--- src/rtl/regfile_write_arbiter.sv ---
// regfile_write_arbiter
// Round-robin arbiter sharing the single register-file write port among
// NREQ requesters. The winning request is registered straight onto
// wr_en/wr_addr/wr_data, which feed the write decoder and data bus.
// Writes aimed at the hard-wired zero register are granted but never
// committed: gnt pulses while wr_en stays low.
//
// Build option: define REGFILE_ARB_WRCNT_EN to add wr_count[15:0], a
// saturating count of committed writes. Without it the port and the
// counter do not exist and everything else behaves identically.
module regfile_write_arbiter #(
  parameter int NREQ     = 4,   // number of requesters (2..8)
  parameter int ADDR_W   = 5,   // register address width
  parameter int DATA_W   = 64,  // write data width
  parameter int ZERO_REG = 31   // hard-wired zero register address
) (
  input  logic                     clk,
  input  logic                     reset_n,
  input  logic [NREQ-1:0]          req,
  input  logic [NREQ*ADDR_W-1:0]   req_addr,
  input  logic [NREQ*DATA_W-1:0]   req_data,
  output logic [NREQ-1:0]          gnt,
  output logic                     wr_en,
  output logic [ADDR_W-1:0]        wr_addr,
  output logic [DATA_W-1:0]        wr_data,
  output logic                     busy
`ifdef REGFILE_ARB_WRCNT_EN
  ,
  output logic [15:0]              wr_count
`endif
);

  localparam int                PTR_W     = $clog2(NREQ);
  localparam logic [ADDR_W-1:0] ZERO_ADDR = ADDR_W'(ZERO_REG);

  logic [PTR_W-1:0]  rr_ptr;
  logic [PTR_W-1:0]  nxt_ptr;
  logic [NREQ-1:0]   eligible;
  logic [NREQ-1:0]   win_onehot;
  logic              win_valid;
  logic [ADDR_W-1:0] win_addr;
  logic [DATA_W-1:0] win_data;

  // The requester granted last cycle sits out one cycle so it can drop
  // req in its grant cycle without being granted twice.
  assign eligible = req & ~gnt;

  // busy reflects the raw request lines, not the registered grant.
  assign busy = |req;

  // Scan eligible requesters starting at rr_ptr; first hit wins.
  always_comb begin
    // NOTE: every variable gets a default before the scan, so no path
    // through the loop leaves one unassigned and no latch is inferred.
    int idx;
    win_valid  = 1'b0;
    win_onehot = '0;
    win_addr   = '0;
    win_data   = '0;
    nxt_ptr    = rr_ptr;
    idx        = 0;
    for (int k = 0; k < NREQ; k++) begin
      idx = int'(rr_ptr) + k;
      if (idx >= NREQ) idx = idx - NREQ;
      if (!win_valid && eligible[idx]) begin
        win_valid       = 1'b1;
        win_onehot[idx] = 1'b1;
        win_addr        = req_addr[idx*ADDR_W +: ADDR_W];
        win_data        = req_data[idx*DATA_W +: DATA_W];
        nxt_ptr         = (idx == NREQ - 1) ? '0 : PTR_W'(idx + 1);
      end
    end
  end

  // Register the winner onto the write port and advance the pointer.
  always_ff @(posedge clk or negedge reset_n) begin
    // NOTE: state is updated with non-blocking assignments so every
    // register samples pre-edge values regardless of statement order.
    if (!reset_n) begin
      gnt     <= '0;
      wr_en   <= 1'b0;
      wr_addr <= '0;
      wr_data <= '0;
      rr_ptr  <= '0;
    end else if (win_valid) begin
      gnt     <= win_onehot;
      wr_addr <= win_addr;
      wr_data <= win_data;
      wr_en   <= (win_addr != ZERO_ADDR);
      rr_ptr  <= nxt_ptr;
    end else begin
      // Idle: address and data hold, only the strobes drop.
      gnt   <= '0;
      wr_en <= 1'b0;
    end
  end

`ifdef REGFILE_ARB_WRCNT_EN
  // Count edges on which the register file actually commits a write.
  always_ff @(posedge clk or negedge reset_n) begin
    if (!reset_n) begin
      wr_count <= '0;
    end else if (wr_en && (wr_count != 16'hFFFF)) begin
      wr_count <= wr_count + 16'd1;
    end
  end
`endif

endmodule

--- config.mk ---
export PLATFORM = sky130hd
export DESIGN_NAME = regfile_write_arbiter
export DESIGN_NICKNAME = d
export VERILOG_FILES = /design/src/rtl/regfile_write_arbiter.sv
export SDC_FILE = /design/constraint.sdc
export NUM_CORES = 1
export LEC_CHECK = 0
export BUFFER_PORTS_ARGS = -buffer_cell sky130_fd_sc_hd__clkbuf_2
export CAP_MARGIN = 30
export CELL_PAD_IN_SITES_DETAIL_PLACEMENT = 0
export CELL_PAD_IN_SITES_GLOBAL_PLACEMENT = 1
export CORE_AREA = 2 2 178 180
export CTS_BUF_LIST = sky130_fd_sc_hd__clkbuf_4
export CTS_CLUSTER_SIZE = 20
export DETAILED_ROUTE_END_ITERATION = 16
export DIE_AREA = 0 0 180 182
export PLACE_DENSITY_LB_ADDON = 0.1
export SLEW_MARGIN = 20
export SYNTH_ARGS = -nofsm -noshare
export SYNTH_HDL_FRONTEND = slang
export SYNTH_SLANG_ARGS = --single-unit
--- constraint.sdc ---
create_clock -name clk -period 6.4 [get_ports clk]
set_input_delay 1.28 -clock clk [delete_from_list [all_inputs] [get_ports clk]]
set_output_delay 1.28 -clock clk [all_outputs]
set_load 0.05 [all_outputs]
* Word-level counts from Yosys, hierarchy flattened *
Index checks and enable logic that the tools add are counted.

word-level totals
  register bits after elaboration = 76
  bits in latches = 0
  bits in writable memories = 0
  ROM bits = 0
  input port bits = 282
  output and inout port bits = 75
  logic and storage cells = 113
  memories kept = 0

operators by class
  add/subtract/negate cells = 11
  multipliers = 4
  div/mod/pow operators = 0
  magnitude comparators = 12
  equal/unequal tests = 5
  shift operators = 8
  mux-type cells = 50
  bitwise operators = 5
  reductions and logical operators = 13

operators by type and width
  operator                                              count
  indexed part select 256 x 32 -> 64 bit                4
  two-way mux 64 bit                                    4
  equality test 32 x 3 -> 1 bit, second input constant  4
  >= comparator 32 x 1 -> 1 bit, second input constant  4
  < comparator 32 x 4 -> 1 bit, second input constant   4
  multiplier 32 x 4 -> 32 bit, second input constant    4
  two-way mux 32 bit                                    4
  indexed part select 20 x 32 -> 5 bit                  4
  two-way mux 4 bit                                     5
  two-way mux 5 bit                                     4
  two-way mux 1 bit                                     17
  two-way mux 2 bit                                     8
  OR 4 bit                                              3
  subtractor 3 x 3 -> 4 bit, second input constant      3
  >= comparator 3 bit, second input constant            3
  adder 2 bit, second input constant                    4
  binary-select mux 1 bit (select 2 bit)                4
  demux 1 bit (select 2 bit)                            4
  logical AND 1 bit                                     7
  adder 2 x 2 -> 3 bit, second input constant           2
  inequality test 5 bit, second input constant          1
  AND 4 bit                                             1
  NOT 4 bit                                             1
  nonzero test 4 bit                                    1
  other kinds (6)                                       8

* Longest topological paths before layout *
Gate-level depths: netlist of the first run.

  depth in word-level cells = 17
  depth in mapped cells = 20
  mapped depth without buffers = 14

* Worst setup path before layout of the first run *
OpenSTA, ideal clock, no wires.

  kind = reg2reg
  from = reg rr_ptr[1]
  to = reg wr_en
  library setup time = 88 ps
  data arrival time = 4371 ps
  data required time = 6312 ps
  slack = 1940 ps
  cell stages (with the launch flop) = 20
  clock period less this slack = 4460 ps
  path through = dfrtp_1 -> buf_2 -> inv_1 -> clkbuf_1 -> clkbuf_1 -> ha_1 -> buf_2 -> buf_2 -> buf_2 -> buf_4 -> clkbuf_1 -> and2_1 -> ha_1 -> clkbuf_1 -> mux4_2 -> o211ai_1 -> nand3_1 -> a221oi_1 -> nor4_1 -> a41oi_1

on the way
  cells in the longest elaborated chain, start to end = 17

RTL lines
  element                                                               RTL line  source
  start: declaration                                                    36        logic [PTR_W-1:0] rr_ptr;
  start signal: assignment                                              90        rr_ptr <= nxt_ptr;
  branches (longest 16 deep; another with multiplier 32 x 4 -> 32 bit)  --
  two-way mux 1 bit *                                                   85        end else if (win_valid) begin
  end signal: assignment                                                89        wr_en <= (win_addr != ZERO_ADDR);
  end: declaration                                                      23        output logic wr_en,

Mark *: on every way between the ends. The select of a mux whose other input is x is not followed.
A chain may end at the register's enable or synchronous reset.

* Final worst setup path of the first run *
  from = reg rr_ptr[0]
  to = reg wr_en

Same word-level chain as after synthesis.

==> results.py, run 1 <==
metrics = {
    "outcome": {
        "status": "completed",
    },
    "timing": {
        "worst_slew_pin_slew_ns": 0.888,
        "period_share_pct": 73.7,
        "setup_viol": 0,
        "final_max_slew_viol_count": 0,
        "skew_ns": 0.0290,
        "slew_headroom_pct": 40.8,
        "grt_setup_unrepaired": "false",
        "fmaxAchievable_ghz": 0.212,
        "holdWs_ns": 0.500,
        "finalHoldViolCount": 0,
        "setup-tns-final_ns": 0,
        "period_minus_slack_ns": 4.72,
    },
    "setup_path": {
        "crit_path_start_kind": "flop",
        "crit_type": "reg2reg",
        "cp_max_fo": 49,
        "endpoint_kind": "flop",
        "worstPathRequired_ns": 6.76,
        "cp.arrival_ns": 5.08,
        "timing.rr.start": "rr_ptr[0]$_DFFE_PN0P_",
        "startpoint": "rr_ptr[0]$_DFFE_PN0P_",
    },
    "yosys": {
        "ys_types": 71,
        "synth_edf_count": 0,
        "synth-seq-cells": 76,
        "synth.avg_cell_area_um2": 9.58,
        "yosysSeqAreaShare_pct": 15.3,
        "syn_nets": 1594,
        "ys_async_sr_fraction_pct": 100,
        "yosysWarnings": 0,
        "ys.flop_type": "dfrtp_1",
        "syn_area_um2": 12400,
        "syn_inst": 1297,
    },
    "clocking": {
        "cts_sinks": 76,
        "clk_latency_ns": 0.53,
        "clockBufferDepth": 2,
        "ctsResizeCount": 0,
        "cts_tree": "built",
        "postCtsSetupBuffers": 0,
        "cts_made_buffers": 9,
        "h-tree-depth": 3,
        "postCtsHoldBufs": 0,
        "cts_root_buf": "clkbuf_4",
        "clk_pin_slew_ns": 0.14,
    },
    "placed_design": {
        "placed_area_um2": 14100,
        "place_congestion": 0.911,
        "dp_hpwl_mm": 32.4,
        "io_buffers": 356,
        "dp.cells": 1926,
    },
    "floorplan": {
        "row_count": 65,
        "die-area_um2": 32800,
        "fp.dieW_um": 180,
        "io_pins": 357,
        "start_util_pct": 40.1,
        "dieHeight_um": 182,
        "core-area_um2": 31000,
    },
    "grt": {
        "grt_pass1_wl_mm": 71.9,
        "grtUsageTotal_pct": 27.8,
        "antenna_found_initial": 4,
        "gr-total-overflow": 0,
        "first_global_vias": 12298,
        "grt_max_degree": 137,
    },
    "pwr": {
        "power.density_nw_per_um2": 645,
        "power.switching_w": 0.00520,
        "pwr-share-clk_pct": 3.4,
        "power_frac_seq_pct": 11.1,
        "total_power_w": 0.00921,
        "swShare_pct": 56.5,
        "p_int_w": 0.00400,
        "vdd.ir_drop.worst_mv": 0.631,
        "p_leak_nw": 5.79,
        "power_frac_comb_pct": 85.5,
    },
    "final_layout": {
        "fillCellCount": 3067,
        "final_area_um2": 14300,
        "nets": 1833,
        "layout_common_cells": "clkbuf_2 (355), mux2i_1 (168), mux4_2 (142)",
        "drive_gt1_share_pct": 38.2,
        "instances_no_fill": 1944,
        "syn_to_final_growth_pct": 14.9,
        "layout_commonest_cell": "clkbuf_2",
    },
    "routing": {
        "viasPerCell": 6.62,
        "drtAntennaViolNets": 0,
        "drt_iter0_drc": 1031,
        "wl_per_cell_um": 24.1,
        "first_pass_iters": 5,
        "vias": 12867,
        "drc": 0,
        "wl_mm": 46.9,
    },
    "flow_run": {
        "cap_violations": 0,
    },
    "min_path": {
        "hp-class": "reg2reg",
        "min_from": "wr_data[35]$_DFFE_PN0P_",
    },
}
## final timing paths
path                                                end  slack [ns]  cells after the start
worst max-delay path                    wr_en$_DFF_PN0_        1.68                     14
worst min-delay path            wr_data[35]$_DFFE_PN0P_        0.50                      2
worst max register to register          wr_en$_DFF_PN0_        1.68                     14
worst min register to register  wr_data[35]$_DFFE_PN0P_        0.50                      2
max in group asynchronous         rr_ptr[1]$_DFFE_PN0P_        4.79                      3
min in group asynchronous       wr_data[54]$_DFFE_PN0P_        0.58                      1
## power by group through the flow
stage	sequential, W	combinational [W]	clock, W
5_1_grt	0.00106	0.00852	0.000340
6_report	0.00103	0.00787	0.000311
2_1_floorplan	0.00172	0.00561	0
3_3_place_gp	0.00103	0.00777	0
3_5_place_dp	0.00104	0.00782	0
4_1_cts	0.00103	0.00785	0.000326
## stage by stage
| step | worst slack, ns | utilization (%) |
|---|---|---|
| floorplan | 1.94 | - |
| global placement | 1.83 | 45.5 |
| detailed placement | 1.68 | 45.7 |
| CTS | 1.68 | 46.0 |
| global route | 1.39 | 46.1 |
| finish | 1.68 | 46.1 |
## final cells by class
class	count	area (um2)	area share, %
Tap cell	402	503	3.52
Inverter	17	66.3	0.464
Antenna cell	2	5.00	0.0351
Sequential cell	76	1910	13.4
Clock inverter	2	12.5	0.0876
Timing Repair Buffer	378	2020	14.2
Multi-Input combinational cell	1054	9660	67.7
Clock buffer	13	97.6	0.684
## sequential cells by signal (all words and copies together), names as in the netlist
name and flops:
wr_en 1, wr_data 64, wr_addr 5, rr_ptr 2, gnt 4
## logic make-up after synthesis
kind of cell | after synthesis | synth area share [%]
mux | 344 | 42.4
other cells | 2 | 0.0604
simple gates | 263 | 9.92
buf+inv | 167 | 7.15
compound gates | 426 | 23.3
flops | 76 | 15.3
fa+ha+maj | 15 | 1.57
xor+xnor | 4 | 0.282
## synth_stat cells, types with 9 or more instances
library cell,count,share of area (%)
o211ai_1,10,0.60
nand3_1,29,1.2
clkbuf_1,55,1.7
nor3_1,23,0.93
ha_1,14,1.4
mux2_2,33,3.0
inv_1,15,0.45
nand2b_1,10,0.50
dfrtp_1,76,15
o22ai_1,96,4.8
a22oi_1,35,2.1
a221oi_1,34,2.4
mux4_2,143,26
nand2_1,72,2.2
o22a_1,9,0.63
buf_2,48,1.9
a211oi_1,15,0.91
o21ai_0,73,2.9
nor2_1,85,2.6
a21oi_1,54,2.2
a31oi_1,28,1.4
nor2b_1,10,0.50
buf_4,27,1.6
mux2i_1,168,14
o221ai_1,20,1.4
buf_6,13,1.2
## metal layers
layer / vias up / track usage [%] / part of all wire [%]
met1: 6430 / 37.1 / 41
met4: 4 / 9.63 / 2.9
met3: 82 / 5.48 / 8.0
met5: - / 0 / 0.055
li1: 5776 / - / -
met2: 575 / 45.0 / 48
## worst max-delay path: stages (launching register included)
cell     delay [ns]
dfrtp_4        0.89
inv_4          0.22
ha_1           0.32
nand2_1        0.56
inv_1          0.29
ha_1           0.28
nand2_1        0.08
fa_1           0.61
nor3b_1        0.31
nand4_1        0.12
mux2i_1        0.15
nand2_1        0.08
o211a_1        0.22
nor4_1         0.28
a41oi_1        0.14
(Power assumes the default switching activity.)
==> run 2, diff against run 1 <==
CORE_AREA = 2 2 187 189   (was 2 2 178 180)
DIE_AREA = 0 0 189 191   (was 0 0 180 182)
clock period = 3.9 ns   (was 6.4 ns; I/O delays follow)
==> run 2 against run 1 <==
Hold slack got worse by 0.19 ns. Register-to-register slack got worse by 1.3 ns. Fmax increased by 33%. Die area increased by 10%. First-iteration DRC count decreased by 7.6%. Design area increased by 1.8%. Combinational power increased by 70%. Worst setup slack got worse by 1.3 ns. Power increased by 68%. Global-route usage decreased by 2.0 points. Count of clock-buffer cells in the layout decreased by 4.
==> results.py, run 2 (same netlist as run 1, synthesis figures left out) <==
metrics = {
    "outcome": {
        "status": "completed",
    },
    "placed_design": {
        "io_buffers": 356,
        "dp.cells": 2003,
        "place_congestion": 0.919,
        "placed_area_um2": 14400,
        "dp_hpwl_mm": 33.8,
    },
    "timing": {
        "slew_headroom_pct": 35.6,
        "holdWs_ns": 0.307,
        "fmaxAchievable_ghz": 0.282,
        "period_minus_slack_ns": 3.55,
        "period_share_pct": 91.0,
        "finalHoldViolCount": 0,
        "final_max_slew_viol_count": 0,
        "skew_ns": 0.0366,
        "setup_viol": 0,
        "grt_setup_unrepaired": "false",
        "setup-tns-final_ns": 0,
        "worst_slew_pin_slew_ns": 0.965,
    },
    "pwr": {
        "vdd.ir_drop.worst_mv": 0.833,
        "p_leak_nw": 5.89,
        "power.density_nw_per_um2": 1070,
    },
    "routing": {
        "drtAntennaViolNets": 0,
        "met2_length_mm": 23.3,
        "wl_per_cell_um": 23.7,
        "top_layer_used": "met5",
        "viasPerCell": 6.38,
        "wl_mm": 47.8,
        "vias": 12897,
        "drc": 0,
        "drt-met1-wl_mm": 20.2,
        "drt_iter0_drc": 953,
        "first_pass_iters": 5,
        "routed-wl-met3_mm": 3.04,
    },
    "clocking": {
        "cts_tree": "built",
        "clk_latency_ns": 0.48,
        "postCtsSetupBuffers": 0,
        "ctsResizeCount": 0,
        "cts_made_buffers": 9,
        "h-tree-depth": 3,
        "clk_pin_slew_ns": 0.17,
        "clockBufferDepth": 2,
        "cts_sinks": 76,
        "postCtsHoldBufs": 0,
        "cts_root_buf": "clkbuf_4",
    },
    "setup_path": {
        "timing.rr.start": "rr_ptr[1]$_DFFE_PN0P_",
        "r2r-end": "wr_en$_DFF_PN0_",
        "cp_cell_sequence": "inv_1, ha_1, nand2_1, inv_1, ha_1, nand2_1, fa_1, buf_4, nor2_1, a21oi_1, nand3_1, nand2_1, o211a_1, nor4_1, a41oi_1",
        "cp_max_fo": 12,
        "endpoint_kind": "flop",
        "slowest_stage": "dfrtp_4",
        "rrSetupSlack_ns": 0.35,
        "path_common_cell": "nand2_1",
        "worstPathRequired_ns": 4.22,
        "cpPeakStageDelay_ns": 0.53,
        "crit_path_start_kind": "flop",
        "crit_type": "reg2reg",
        "reg2reg_depth": 15,
        "cp.arrival_ns": 3.87,
    },
    "grt": {
        "grt_max_degree": 147,
        "grtUsageTotal_pct": 25.7,
        "first_global_vias": 12373,
        "antenna_found_initial": 4,
        "gr-total-overflow": 0,
        "grt_pass1_wl_mm": 72.7,
    },
    "floorplan": {
        "row_count": 68,
        "die-area_um2": 36100,
        "core-area_um2": 34100,
        "dieHeight_um": 191,
        "fp.dieW_um": 189,
        "io_pins": 357,
        "start_util_pct": 36.4,
    },
    "final_layout": {
        "largest_reg_flops": 64,
        "syn_to_final_growth_pct": 17.0,
        "layout_commonest_cell": "clkbuf_2",
        "layout_common_cells": "clkbuf_2 (355), mux2i_1 (168), mux4_2 (142)",
        "top_regs": "wr_data x64, wr_addr x5, gnt x4",
        "final_util_pct": 42.6,
        "drive_gt1_share_pct": 39.1,
        "nets": 1856,
        "final_area_um2": 14500,
        "instances_no_fill": 2021,
        "regMostFlops": "wr_data",
    },
    "flow_run": {
        "cap_violations": 0,
    },
    "min_path": {
        "hp-class": "in2async",
    },
}
## run 2: per-layer routing
| metal | track usage, % | up-vias |
|---|---|---|
| li1 | - | 5818 |
| met1 | 34.2 | 6504 |
| met2 | 42.6 | 497 |
| met3 | 4.57 | 76 |
| met4 | 8.14 | 2 |
| met5 | 0 | - |
## run 2: layout make-up
class / instances / area (um2)
Sequential cell: 76 / 1910
Antenna cell: 3 / 7.51
Timing Repair Buffer: 401 / 2180
Clock inverter: 6 / 65.1
Tap cell: 455 / 569
Clock buffer: 9 / 67.6
Fill cell: 3464 / 19600
Multi-Input combinational cell: 1054 / 9670
Inverter: 17 / 66.3
## run 2: worst max path at each step
stage / startpoint / to / depth (start not counted)
2_1_floorplan: rr_ptr[1]$_DFFE_PN0P_ / wr_en$_DFF_PN0_ / 19
3_3_place_gp: rr_ptr[1]$_DFFE_PN0P_ / wr_en$_DFF_PN0_ / 12
3_5_place_dp: rr_ptr[1]$_DFFE_PN0P_ / wr_en$_DFF_PN0_ / 12
4_1_cts: rr_ptr[1]$_DFFE_PN0P_ / wr_en$_DFF_PN0_ / 12
5_1_grt: rr_ptr[0]$_DFFE_PN0P_ / wr_en$_DFF_PN0_ / 15
6_report: rr_ptr[1]$_DFFE_PN0P_ / wr_en$_DFF_PN0_ / 15
## run 2: critical path: cells and delay by family, from the launching register on
family | cells | cell delay, ns
simple gates | 6 | 0.84
fa+ha+maj | 3 | 0.93
flops | 1 | 0.53
compound gates | 3 | 0.51
buf+inv | 3 | 0.58
## run 2: report_power, final
part           internal [W]  switching, W
sequential          0.00127      0.000272
combinational       0.00535       0.00806
clock              0.000192      0.000359
total               0.00681       0.00870
## run 2: stage by stage
stage / total power, W / setup WS [ns]
2_1_floorplan: 0.0121 / 0.0231
3_3_place_gp: 0.0149 / 0.412
3_5_place_dp: 0.0150 / 0.399
4_1_cts: 0.0156 / 0.315
5_1_grt: 0.0167 / 0.0788
6_report: 0.0155 / 0.351
==> run 3, diff against run 2 <==
ABC_AREA = 1   (was not set)
CORE_AREA = 2 2 226 228   (was 2 2 187 189)
DIE_AREA = 0 0 228 230   (was 0 0 189 191)
==> run 3 against run 2 <==
Flip-flop and latch count stayed put. Largest cell class unchanged. Highest routed layer unchanged. Power up 4.0%. Count of clock-buffer cells in the layout unchanged. Die area up 45%.
==> results.py, run 3 <==
metrics = {
    "grt": {
        "gr-total-overflow": 0,
        "antenna_found_initial": 15,
        "grt_pass1_wl_mm": 87.5,
        "first_global_vias": 14707,
        "grtUsageTotal_pct": 21.6,
        "grt_max_degree": 105,
    },
    "setup_path": {
        "cp.arrival_ns": 3.75,
        "crit_path_start_kind": "flop",
        "critPathBufInv": 3,
        "cp_max_fo": 73,
        "worstPathRequired_ns": 4.34,
        "crit_type": "reg2reg",
        "endpoint_kind": "flop",
        "crit_family": "simple AND/OR/NAND/NOR gates",
        "slowest_stage": "buf_4",
        "cp_cell_sequence": "buf_4, ha_1, inv_1, nand2_1, nor2_1, ha_1, inv_1, nor2_1, a31oi_1, nor2_1, nand2_1, nand2_1, nor2_1, nand2_1, nand2_1, nor2_1, a21oi_1",
        "cpPeakStageDelay_ns": 0.53,
    },
    "clocking": {
        "cts_root_buf": "clkbuf_4",
        "h-tree-depth": 3,
        "clockBufferDepth": 2,
        "ctsResizeCount": 0,
        "cts_tree": "built",
        "postCtsHoldBufs": 0,
        "cts_sinks": 76,
        "clk_latency_ns": 0.54,
        "postCtsSetupBuffers": 0,
        "cts_made_buffers": 9,
        "clk_pin_slew_ns": 0.18,
    },
    "pwr": {
        "p_leak_nw": 7.35,
        "vdd.ir_drop.worst_mv": 0.413,
        "power.density_nw_per_um2": 1120,
    },
    "routing": {
        "first_pass_iters": 5,
        "viasPerCell": 4.97,
        "drtAntennaViolNets": 0,
        "wl_per_cell_um": 18.7,
        "drc": 0,
        "vias": 15333,
        "wl_mm": 57.9,
        "drt_iter0_drc": 820,
    },
    "yosys": {
        "syn_area_um2": 11900,
        "ys.flop_type": "dfrtp_1",
        "synthSimpleGateAreaFrac_pct": 35.7,
        "synth_edf_count": 0,
        "syn_nets": 2448,
        "ys_async_sr_fraction_pct": 100,
        "ys_top_cells_by_count": "nand2_1 (667), o21ai_0 (331), nor2_1 (234), inv_1 (175), nand3_1 (112)",
        "muxShareOfSynthArea_pct": 4.20,
        "synth_fa_ha_area_share_pct": 1.64,
        "syn_inst": 2151,
        "ys_types": 51,
        "yosys-top-cells-area": "nand2_1 (21%), dfrtp_1 (16%), o21ai_0 (14%)",
        "synth.avg_cell_area_um2": 5.54,
        "yosysSeqAreaShare_pct": 16.0,
        "synth-xor-area-share_pct": 0.220,
        "yosysWarnings": 0,
        "synth_compound_area_share_pct": 29.3,
        "synth_most_common_cell": "nand2_1",
        "synth_top_area_cell": "nand2_1",
        "yosysTopAreaCellShare_pct": 21.0,
        "synth-seq-cells": 76,
        "synth_top_family_by_area": "simple AND/OR/NAND/NOR gates",
    },
    "floorplan": {
        "die-area_um2": 52400,
        "start_util_pct": 23.9,
        "core-area_um2": 49900,
        "fp.dieW_um": 228,
        "io_pins": 357,
        "dieHeight_um": 230,
        "row_count": 82,
    },
    "timing": {
        "worst_slew_pin_slew_ns": 0.903,
        "holdWs_ns": 0.200,
        "slew_headroom_pct": 39.8,
        "period_share_pct": 84.8,
        "period_minus_slack_ns": 3.31,
        "final_max_slew_viol_count": 0,
        "setup-tns-final_ns": 0,
        "finalHoldViolCount": 0,
        "grt_setup_unrepaired": "false",
        "fmaxAchievable_ghz": 0.302,
        "setup_viol": 0,
        "skew_ns": 0.0354,
    },
    "final_layout": {
        "drive_gt1_share_pct": 19.1,
        "layout_commonest_cell": "nand2_1",
        "nets": 2701,
        "regMostFlops": "wr_data",
        "fillCellCount": 5824,
        "layout_common_cells": "nand2_1 (667), clkbuf_2 (355), o21ai_0 (331)",
        "syn_to_final_growth_pct": 20.6,
        "top_regs": "wr_data x64, wr_addr x5, gnt x4",
        "largest_reg_flops": 64,
    },
    "min_path": {
        "hp-class": "in2async",
    },
    "outcome": {
        "status": "completed",
    },
    "placed_design": {
        "io_buffers": 356,
        "dp_hpwl_mm": 42.0,
        "place_congestion": 0.894,
    },
    "flow_run": {
        "cap_violations": 0,
    },
}
-- run 3: cell types whose count changed in the layout (fill, tap and decap cells not counted), sizes merged, moves of 29 or more --
cell	before	now
nand3	29	119
o21ai	81	409
a22oi	35	6
mux2i	168	50
o22ai	96	66
nor2	86	241
mux2	33	0
inv	17	183
nand2	72	674
mux4	143	0
-- run 3: cells by family (layout without fill, tap and decap cells) --
family,Yosys count,count (layout)
AOI/OAI and AO/OA,615,615
other,2,9
xor gates and xnor gates,3,3
DFF,76,76
muxes,50,50
buffers and inverters,339,597
and+or+nand+nor,1051,1051
adders and majority gates,15,15
-- run 3: where the power goes --
part	internal (W)	total (W)	switching, W
registers	0.00129	0.00161	0.000322
clock network	0.000192	0.000574	0.000382
logic	0.00417	0.0139	0.00977
total	0.00566	0.0161	0.0105
-- run 3: layer usage --
metal / share of wire (%) / routed length (um) / vias up / global-route usage [%]
met5: 0.17 / 96 / - / 0
met2: 49 / 28300 / 409 / 37.6
met3: 4.8 / 2790 / 83 / 3.83
met4: 2.4 / 1400 / 14 / 6.68
met1: 44 / 25300 / 7181 / 26.9
li1: - / - / 7646 / -
-- run 3: worst reg2reg max path, stage by stage, from the launching register on --
cell and delay [ns]:
dfrtp_4 0.51, buf_4 0.53, ha_1 0.31, inv_1 0.10
nand2_1 0.21, nor2_1 0.07, ha_1 0.39, inv_1 0.18
nor2_1 0.07, a31oi_1 0.16, nor2_1 0.06, nand2_1 0.11
nand2_1 0.06, nor2_1 0.15, nand2_1 0.07, nand2_1 0.07
nor2_1 0.04, a21oi_1 0.12
-- run 3: final timing paths --
check	end	startpoint	cells past startpoint	slack [ns]
worst max-delay path	wr_en$_DFF_PN0_	rr_ptr[0]$_DFFE_PN0P_	17	0.59
worst min register to register	wr_data[34]$_DFFE_PN0P_	wr_data[34]$_DFFE_PN0P_	2	0.51
max in group asynchronous	wr_data[36]$_DFFE_PN0P_	reset_n	2	2.97
worst min-delay path	wr_data[58]$_DFFE_PN0P_	reset_n	1	0.20
worst max register to register	wr_en$_DFF_PN0_	rr_ptr[0]$_DFFE_PN0P_	17	0.59
min in group clk	wr_data[34]$_DFFE_PN0P_	wr_data[34]$_DFFE_PN0P_	2	0.51
-- run 3: final cells by class --
cell class	instances	area (um2)	share of cell area, %
Clock buffer	9	67.6	0.470
Inverter	184	704	4.90
Antenna cell	7	17.5	0.122
Multi-Input combinational cell	1736	8490	59.1
Clock inverter	7	66.3	0.461
Tap cell	672	841	5.85
Timing Repair Buffer	397	2270	15.8
Sequential cell	76	1910	13.3
-- run 3: metrics by stage --
| step | utilization [%] | setup WS (ns) | total power, W | cells | area, um2 |
|---|---|---|---|---|---|
| finish | 28.8 | 0.592 | 0.0161 | 3088 | 14400 |
| global route | 28.8 | 0.184 | 0.0179 | 3087 | 14400 |
| CTS | 28.6 | 0.553 | 0.0163 | 3078 | 14300 |
| detailed placement | 28.4 | 0.645 | 0.0156 | 3062 | 14100 |
| global placement | 28.3 | 0.719 | 0.0155 | 3061 | 14100 |
| floorplan | - | 0.0480 | 0.0117 | 2151 | 11900 |
